[config.mk]
export PLATFORM = sky130hd
export DESIGN_NAME = mem_port_arbiter
export DESIGN_NICKNAME = d
export VERILOG_FILES = /design/src/rtl/riscv_mem_pkg.sv /design/src/rtl/mem_port_arbiter_rr_arb2.sv /design/src/rtl/mem_port_arbiter.sv
export SDC_FILE = /design/constraint.sdc
export NUM_CORES = 1
export LEC_CHECK = 0
export ABC_AREA = 1
export CORE_AREA = 3 3 106 108
export CTS_CLUSTER_SIZE = 24
export DETAILED_ROUTE_END_ITERATION = 6
export DIE_AREA = 0 0 109 111
export GPL_TIMING_DRIVEN = 1
export HOLD_SLACK_MARGIN = 0.12
export SETUP_SLACK_MARGIN = 0.5
export SLEW_MARGIN = 20
export SYNTH_ARGS = -nofsm -noshare
export SYNTH_HDL_FRONTEND = slang
export SYNTH_SLANG_ARGS = --single-unit
[constraint.sdc]
create_clock -name clk_i -period 1 [get_ports clk_i]
set_input_delay 0.1 -clock clk_i [delete_from_list [all_inputs] [get_ports clk_i]]
set_output_delay 0.1 -clock clk_i [all_outputs]
set_load 0.05 [all_outputs]
[src/rtl/riscv_mem_pkg.sv]
// Shared types and helpers for the core's memory-port arbitration logic.
// Owner and FSM encodings plus a byte-enable constant generator.
package riscv_mem_pkg;

  typedef enum logic {
    OWN_IF = 1'b0,
    OWN_D  = 1'b1
  } owner_e;

  typedef enum logic {
    S_IDLE = 1'b0,
    S_WAIT = 1'b1
  } arb_state_e;

  localparam int unsigned BeMaxBits = 64;

  // All-ones byte-enable mask for a data word of reg_bits bits, right-aligned.
  function automatic logic [BeMaxBits-1:0] be_all(input int unsigned reg_bits);
    if (reg_bits / 8 >= BeMaxBits) return '1;
    return (BeMaxBits'(1) << (reg_bits / 8)) - BeMaxBits'(1);
  endfunction

endpackage

[src/rtl/mem_port_arbiter_rr_arb2.sv]
// Two-way round-robin picker: a lone requester wins, a tie goes to the
// requester that did not win last. Purely combinational.
module rr_arb2
  import riscv_mem_pkg::*;
(
  input  logic [1:0] req,   // [0] = IF, [1] = D
  input  owner_e     last,
  output owner_e     sel,
  output logic       valid
);

  always_comb begin
    // NOTE: defaults first so every path assigns sel and valid; no latch.
    sel   = OWN_IF;
    valid = |req;
    case (req)
      2'b01:   sel = OWN_IF;
      2'b10:   sel = OWN_D;
      2'b11:   sel = (last == OWN_IF) ? OWN_D : OWN_IF;
      default: sel = OWN_IF;
    endcase
  end

endmodule

[src/rtl/mem_port_arbiter.sv]
// Shares one memory port between instruction fetch and load/store with
// round-robin arbitration and a single outstanding transaction.
module mem_port_arbiter
  import riscv_mem_pkg::*;
#(
  parameter int unsigned RegBits     = 32,
  parameter int unsigned MemAddrBits = 32
) (
  input  logic                   clk_i,
  input  logic                   rst_i,
  input  logic                   if_req_i,
  input  logic [MemAddrBits-1:0] if_addr_i,
  output logic                   if_gnt_o,
  output logic                   if_rvalid_o,
  output logic [RegBits-1:0]     if_rdata_o,
  input  logic                   d_req_i,
  input  logic                   d_we_i,
  input  logic [RegBits/8-1:0]   d_be_i,
  input  logic [MemAddrBits-1:0] d_addr_i,
  input  logic [RegBits-1:0]     d_wdata_i,
  output logic                   d_gnt_o,
  output logic                   d_rvalid_o,
  output logic [RegBits-1:0]     d_rdata_o,
  output logic                   mem_req_o,
  output logic                   mem_we_o,
  output logic [RegBits/8-1:0]   mem_be_o,
  output logic [MemAddrBits-1:0] mem_addr_o,
  output logic [RegBits-1:0]     mem_wdata_o,
  input  logic                   mem_gnt_i,
  input  logic                   mem_rvalid_i,
  input  logic [RegBits-1:0]     mem_rdata_i,
  output logic                   err_o
);

  localparam int unsigned            BeBits    = RegBits / 8;
  localparam logic [BeMaxBits-1:0]   BeAllWide = be_all(RegBits);
  localparam logic [BeBits-1:0]      BeAll     = BeAllWide[BeBits-1:0];

  arb_state_e state_q;
  owner_e     owner_q;
  owner_e     last_q;
  logic       err_q;

  owner_e sel;
  logic   sel_valid;
  logic   window;
  logic   grant;
  logic   resp;

  rr_arb2 u_rr_arb2 (
    .req   ({d_req_i, if_req_i}),
    .last  (last_q),
    .sel   (sel),
    .valid (sel_valid)
  );

  // A new request may issue when idle or in the cycle the current one completes.
  assign window    = (state_q == S_IDLE) | ((state_q == S_WAIT) & mem_rvalid_i);
  assign mem_req_o = ~rst_i & window & sel_valid;
  assign grant     = mem_req_o & mem_gnt_i;
  assign if_gnt_o  = grant & (sel == OWN_IF);
  assign d_gnt_o   = grant & (sel == OWN_D);

  assign resp        = ~rst_i & (state_q == S_WAIT) & mem_rvalid_i;
  assign if_rvalid_o = resp & (owner_q == OWN_IF);
  assign d_rvalid_o  = resp & (owner_q == OWN_D);
  assign if_rdata_o  = mem_rdata_i;
  assign d_rdata_o   = mem_rdata_i;
  assign err_o       = err_q;

  always_comb begin
    mem_we_o    = 1'b0;
    mem_be_o    = '0;
    mem_addr_o  = '0;
    mem_wdata_o = '0;
    if (mem_req_o) begin
      if (sel == OWN_IF) begin
        mem_be_o   = BeAll;
        mem_addr_o = if_addr_i;
      end else begin
        mem_we_o    = d_we_i;
        mem_be_o    = d_be_i;
        mem_addr_o  = d_addr_i;
        mem_wdata_o = d_wdata_i;
      end
    end
  end

  always_ff @(posedge clk_i) begin
    // NOTE: non-blocking assignments so every flop samples pre-edge values.
    if (rst_i) begin
      state_q <= S_IDLE;
      owner_q <= OWN_IF;
      last_q  <= OWN_D;
      err_q   <= 1'b0;
    end else begin
      if (grant) begin
        state_q <= S_WAIT;
        owner_q <= sel;
        last_q  <= sel;
      end else if (resp) begin
        state_q <= S_IDLE;
      end
      // A response with nothing outstanding is dropped and flagged for good.
      if ((state_q == S_IDLE) && mem_rvalid_i) err_q <= 1'b1;
    end
  end

endmodule

# == Word level (Yosys, flattened, before mapping) ==
# Index checks and enable logic that the tools add are counted.
# op_classes
reduce_logical,3
bitwise_logic,15
addsub,0
n_eq_ne,2
div_mod_pow,0
order_cmp,0
mul,0
shift,0
muxes,12
# op_table
cell,count
32-bit two-way mux,4
1-bit bitwise AND,10
4-bit two-way mux,2
1-bit two-way mux,5
2-bit == test (second input constant),2
1-bit NOT,4
1-bit one-hot mux with 2 select lines,1
2-bit nonzero test,1
2-bit OR reduction,1
1-bit logical AND,1
1-bit bitwise OR,1
# word_totals
latchBits,0
wordCells,36
register_bits,4
ramBits,0
memories,0
romBits,0

# == Logic depth before layout (Yosys ltp) ==
# Gate-level depths: netlist of run 1.
# depth
ltp_word,6
mapped_depth,7

# == Hierarchy ==
# A second synthesis of run 1 with hierarchy kept.
# unflattened
cells_unflattened,285
hier_area_um2,1508.9
# by_module_without_submodules
mod,cells_each,n_inst,area_per_inst_um2
mem_port_arbiter,282,1,1493.9
rr_arb2,3,1,15.0

# == Worst setup path after synthesis of run 1 ==
# Ideal clock, no wire load.
# synth_path
path_kind,register to output
from,reg last_q
to,out mem_addr_o[25]
slack_ps,-612
required_ps,900
stages_incl_launch_ff,7
t_arrival_ps,1512
path_cell_list,dfxtp_1 nand2_1 nand2_2 buf_6 buf_6 nand2_1 a21oi_1
# synth_via
elab_chain_len,4
# synth_rtl
element,line,text
from (decl),mem_port_arbiter.sv:41,owner_e last_q;
from (signal assigned),mem_port_arbiter.sv:100,last_q <= sel;
1-bit two-way mux,mem_port_arbiter_rr_arb2.sv:19,2'b11: sel = (last == OWN_IF) ? OWN_D : OWN_IF;
1-bit one-hot mux with 2 select lines,mem_port_arbiter_rr_arb2.sv:16,case (req)
32-bit two-way mux,mem_port_arbiter.sv:77,if (sel == OWN_IF) begin
32-bit two-way mux,mem_port_arbiter.sv:76,if (mem_req_o) begin
to (decl),mem_port_arbiter.sv:27,"output logic [MemAddrBits-1:0] mem_addr_o,"
# No other way between the ends.

# == Final worst setup path of run 1 ==
# layout_path
from,reg last_q
to,out mem_addr_o[12]
# The elaborated chain is that of the path after synthesis.

==> impl_metrics.toml, run 1 <==
[run_status]
status = "finished, violations left"
violations = "setup timing"

[place]
gp_congestion = 0.812
dp_slack_ns = -0.655
dp_hpwl_um = 6380
io_buffers = 181

[die]
ioPinCount = 278
die_area_um2 = 12100
start_util = 0.147
core_um2 = 10300
num_rows = 37
die_w_um = 109
die_h_um = 111

[drt]
initialDrtViolationCount = 49
vias = 2388
route.final.wire_length_um = 9300
wl_per_cell_um = 16.1
vias_per_cell = 4.14
drc = 0
drt_pre_antenna_iters = 4
final_antenna_net_count = 0

[global_route]
grt_max_degree = 21
grt_first_pass_wirelength_um = 14000
track_usage = 0.147
antenna_found_initial = 0
grt_overflow = 0
grt_pass1_vias = 2586

[final_layout]
drive_gt1_frac = 0.633
n_fill_cell = 885
syn_to_final_growth_pct = 262
layout.nets = 581
antenna-diode-count = 0

[power]
total_power_w = 0.00363
seqPwrFrac = 0.051
intPower_w = 0.00202
power_density_nw_per_um2 = 659
power_frac_comb = 0.843
ir_drop_mv = 0.591
p_leak_nw = 2.11
clockPowerShare = 0.106
swShare = 0.445
switchingPower_w = 0.00162

[sta]
worst_pin_slew_ns = 0.211
period_share = 1.59
hold_viol = 0
holdWs_ns = 0.200
fin_worst_skew_ns = 0.00462
drv_slew = 0
clock.fmax_mhz = 629
relSlewSlack = 0.859
rsz0062_at_grt = "true"
finalSetupViolCount = 76
setup_slack_ns = -0.591
period_needed_ns = 1.59

[cts]
cts.clk_slew.worst_paths_ns = 0.04
clockBufferDepth = 2
htreeDepth = 1
tritoncts = "yes"
cts_made_buffers = 3
cts.sinks = 4
cts-root-buf = "clkbuf_8"
clk-insertion-delay-late_ns = 0.23

[yosys]
yosysWarnings = 0
avgSynthCellArea_um2 = 5.28
synth_cell_types = 13
seq_area_frac_synth = 0.0527
synth_seq_cells = 4
synth_area_um2 = 1520
syn-num-nets = 427
netlist_instances = 288

[critical_path]
r2r_end = "owner_q"
cp_data_required_time_ns = 0.90
critPathLaunchType = "flop"
ff2ff_path_depth = 8
rrSetupSlack_ns = -0.33
r2r-start = "last_q"
critical_path_arrival_ns = 1.49
worstPathMaxFanout = 6
endpoint = "mem_addr_o[12]"
critPathCaptureType = "primary output"
path_class = "reg2out"
crit_start = "last_q"

[min_path]
hold_path_class = "in2out"

[flow_run]
cap_violations = 0
==> worst min-delay path by stage <==
stage | start | end | cells after the start | slack (ns)
2_1_floorplan | rst_i | state_q | 1 | 0.16
3_3_place_gp | mem_rdata_i[7] | d_rdata_o[7] | 0 | 0.20
3_5_place_dp | mem_rdata_i[7] | d_rdata_o[7] | 0 | 0.20
4_1_cts | mem_rdata_i[7] | d_rdata_o[7] | 0 | 0.20
5_1_grt | mem_rdata_i[15] | if_rdata_o[15] | 0 | 0.20
6_report | mem_rdata_i[18] | d_rdata_o[18] | 0 | 0.20
==> registers in the layout, indices dropped and copies added (netlist names) <==
| register | flops |
|---|---|
| state_q | 1 |
| owner_q | 1 |
| last_q | 1 |
| err_o | 1 |
==> routing by layer <==
layer | GRT usage | up-vias | part of all wire
met4 | 0.0387 | 0 | 0.022
li1 | - | 1129 | -
met3 | 0.0361 | 28 | 0.091
met1 | 0.165 | 1104 | 0.35
met2 | 0.270 | 127 | 0.53
met5 | 0 | - | 0
==> synthesized netlist by cell type <==
| library cell | n | area, um2 |
|---|---|---|
| nand2_1 | 102 | 383 |
| buf_4 | 67 | 503 |
| nor2_1 | 49 | 184 |
| a21oi_1 | 33 | 165 |
| buf_2 | 8 | 40.0 |
| inv_1 | 8 | 30.0 |
| buf_6 | 7 | 78.8 |
| dfxtp_1 | 4 | 80.1 |
| nand3_1 | 4 | 20.0 |
| inv_2 | 2 | 7.51 |
| nand2_2 | 2 | 12.5 |
| nand3_2 | 1 | 10.0 |
| nand4_1 | 1 | 6.26 |
==> power by group through the flow <==
stage	combinational (W)	clock (W)	sequential, W
final	0.00306	0.000387	0.000185
after global routing	0.00320	0.000404	0.000185
after CTS	0.00296	0.000391	0.000184
after detailed placement	0.00255	0	0.000184
after global placement	0.00253	0	0.000184
after floorplan	0.00194	0	0.000193
==> worst max-delay path: stages (launching register included) <==
cell       delay [ns]
dfxtp_2          0.33
nand2_4          0.09
nand2_8          0.08
inv_8            0.08
buf_12           0.13
clkbuf_16        0.16
nand2_2          0.06
a21oi_4          0.16
buf_12           0.15
==> cells in the final DEF, fill, tap and decap left out, types with 2 or more instances in the layout <==
cell             Yosys  final
clkdlybuf4s50_1      0    101
buf_16               0      7
nand2_2              2     38
dlygate4sd2_1        0      4
clkbuf_16            0      3
buf_8                0      2
nand2_1            102     46
nor2_2               0      5
a21oi_4              0     32
buf_4               67     13
clkbuf_8             0      3
nand3_4              0      4
dfxtp_2              0      2
buf_6                7      7
inv_2                2      2
inv_1                8      4
nand2_4              0     19
buf_12               0     93
nor2_4               0     40
nor2_1              49      4
==> metrics by stage <==
step,instances,TNS [ns],instance area [um2],util
floorplan,288,-13.05,2240,-
finish,577,-39.53,5510,0.534
global placement,546,-44.06,4620,0.447
global route,577,-43.21,5510,0.534
CTS,572,-39.44,5270,0.510
detailed placement,546,-44.74,4620,0.447
==> cell families after synthesis <==
group                  count (synthesis)  share of synthesized area
AO/OA/AOI/OAI                         33                      0.109
flip-flops                             4                     0.0527
AND/OR/NAND/NOR                      159                      0.405
buffers and inverters                 92                      0.434
==> final cells by class <==
type | count | area, um2 | share of cell area
clock buffer | 4 | 45.0 | 0.00818
inverter | 10 | 63.8 | 0.0116
multi-input combinational | 192 | 1760 | 0.319
sequential | 4 | 86.3 | 0.0157
tap | 136 | 170 | 0.0309
timing repair buffer | 231 | 3390 | 0.615
==> repair_timing <==
item	CTS	global route
buffers inserted	15	2
hold buffers	0	0
resized for setup	72	50
pin swaps	36	36
setup endpoints to repair	79	79
gates cloned	7	3
No activity file was read; power rests on OpenSTA's default activity.
==> run 2, diff against run 1 <==
--- a/config.mk
+++ b/config.mk
@@ -12,7 +12,6 @@
 export DIE_AREA = 0 0 109 111
 export GPL_TIMING_DRIVEN = 1
 export HOLD_SLACK_MARGIN = 0.12
-export SETUP_SLACK_MARGIN = 0.5
 export SLEW_MARGIN = 20
 export SYNTH_ARGS = -nofsm -noshare
 export SYNTH_HDL_FRONTEND = slang
==> impl_metrics.toml, run 2 (same netlist as run 1, synthesis figures left out) <==
[drt]
vias_per_cell = 4.02
drt_pre_antenna_iters = 4
final_antenna_net_count = 0
wl_per_cell_um = 15.9
vias = 2287
route.final.wire_length_um = 9030
initialDrtViolationCount = 48
drc = 0

[power]
ir_drop_mv = 0.777
total_power_w = 0.00350
power_density_nw_per_um2 = 650
p_leak_nw = 2.08

[cts]
cts.clk_slew.worst_paths_ns = 0.03
clockBufferDepth = 2
tritoncts = "yes"
cts_made_buffers = 3
clk-insertion-delay-late_ns = 0.22
cts-root-buf = "clkbuf_8"
htreeDepth = 1
cts.sinks = 4

[sta]
holdWs_ns = 0.200
period_needed_ns = 1.52
fin_worst_skew_ns = 0.00652
rsz0062_at_grt = "true"
finalSetupViolCount = 76
worst_pin_slew_ns = 0.213
period_share = 1.52
clock.fmax_mhz = 657
setup_slack_ns = -0.522
drv_slew = 0
relSlewSlack = 0.858
hold_viol = 0

[critical_path]
rrSetupSlack_ns = -0.33
r2r-start = "last_q"
crit_start = "last_q"
ff2ff_path_depth = 9
crit_chain = "nand2_2, nand2_4, inv_6, buf_12, buf_16, nand2_4, a21oi_4, buf_12"
critPathCaptureType = "primary output"
max_stage_delay_ns = 0.31
r2r_end = "owner_q"
critical_path_arrival_ns = 1.42
cp_data_required_time_ns = 0.90
slowest_stage = "dfxtp_2"
worstPathMaxFanout = 5
critPathLaunchType = "flop"
path_class = "reg2out"
endpoint = "mem_addr_o[30]"

[die]
ioPinCount = 278
core_um2 = 10300
die_area_um2 = 12100
die_w_um = 109
num_rows = 37
start_util = 0.147
die_h_um = 111

[global_route]
track_usage = 0.138
grt_pass1_vias = 2559
antenna_found_initial = 0
grt_max_degree = 32
grt_first_pass_wirelength_um = 13400
grt_overflow = 0

[place]
gp_congestion = 0.870
dpl_cell_area_um2 = 4630
dp_hpwl_um = 6440
io_buffers = 181

[min_path]
holdCritStartpoint = "mem_rdata_i[1]"
hold-path-cell-count = 0
hold_path_class = "in2out"

[final_layout]
drive_gt1_frac = 0.621
antenna-diode-count = 0
syn_to_final_growth_pct = 254
fin_area_um2 = 5390
post-route-util = 0.522
final_cell_mix = "clkdlybuf4s50_1 (102), buf_12 (88), nand2_1 (42), nor2_4 (39), nand2_2 (38)"
n_fill_cell = 896
final_common_cell = "clkdlybuf4s50_1"
layout.nets = 574

[flow_run]
cap_violations = 0

[run_status]
status = "finished, violations left"
violations = "setup timing"
[run 2: worst min-delay path by stage]
| stage | end | slack [ns] |
|---|---|---|
| CTS | if_rdata_o[7] | 0.20 |
| global placement | if_rdata_o[7] | 0.20 |
| floorplan | state_q | 0.16 |
| detailed placement | if_rdata_o[7] | 0.20 |
| global route | if_rdata_o[1] | 0.20 |
| finish | d_rdata_o[1] | 0.20 |
[run 2: what timing repair did]
action,4_1_cts,5_1_grt
cloned,7,3
setup buffers,9,1
hold buffers,0,0
pin swaps,53,32
gates resized for setup,75,47
endpoints found under the setup margin,77,77
[run 2: final cells by class]
cell class | count | area [um2] | share of cell area
clock buffers | 3 | 41.3 | 0.00766
inverters | 10 | 58.8 | 0.0109
multi-input cells | 192 | 1750 | 0.326
flip-flops and latches | 4 | 82.6 | 0.0153
well taps | 136 | 170 | 0.0316
repair buffers | 224 | 3280 | 0.609
[run 2: worst max-delay path, delay by kind of cell, from the launching register on]
family	cells	cell delay (ns)
simple gates	3	0.21
flops	1	0.31
buf+inv	4	0.50
compound gates	1	0.17
[run 2: per-layer routing]
layer  GRT usage  part of all wire  vias to the layer above
met2       0.260              0.55                      111
met3      0.0448             0.095                       20
met4      0.0337             0.018                        0
met5           0                 0                        -
li1            -                 -                     1113
met1       0.143              0.34                     1043
[run 2: power by group]
group | switching [W] | total, W | internal [W]
registers | 0.0000104 | 0.000183 | 0.000173
clock network | 0.0000899 | 0.000347 | 0.000257
logic | 0.00147 | 0.00297 | 0.00151
[run 2: through the flow]
stage | std cells | worst slack, ns | setup TNS, ns
2_1_floorplan | 288 | -0.213 | -13.16
3_3_place_gp | 547 | -0.606 | -42.36
3_5_place_dp | 547 | -0.617 | -43.44
4_1_cts | 565 | -0.527 | -36.15
5_1_grt | 569 | -0.569 | -39.02
6_report | 569 | -0.522 | -35.30
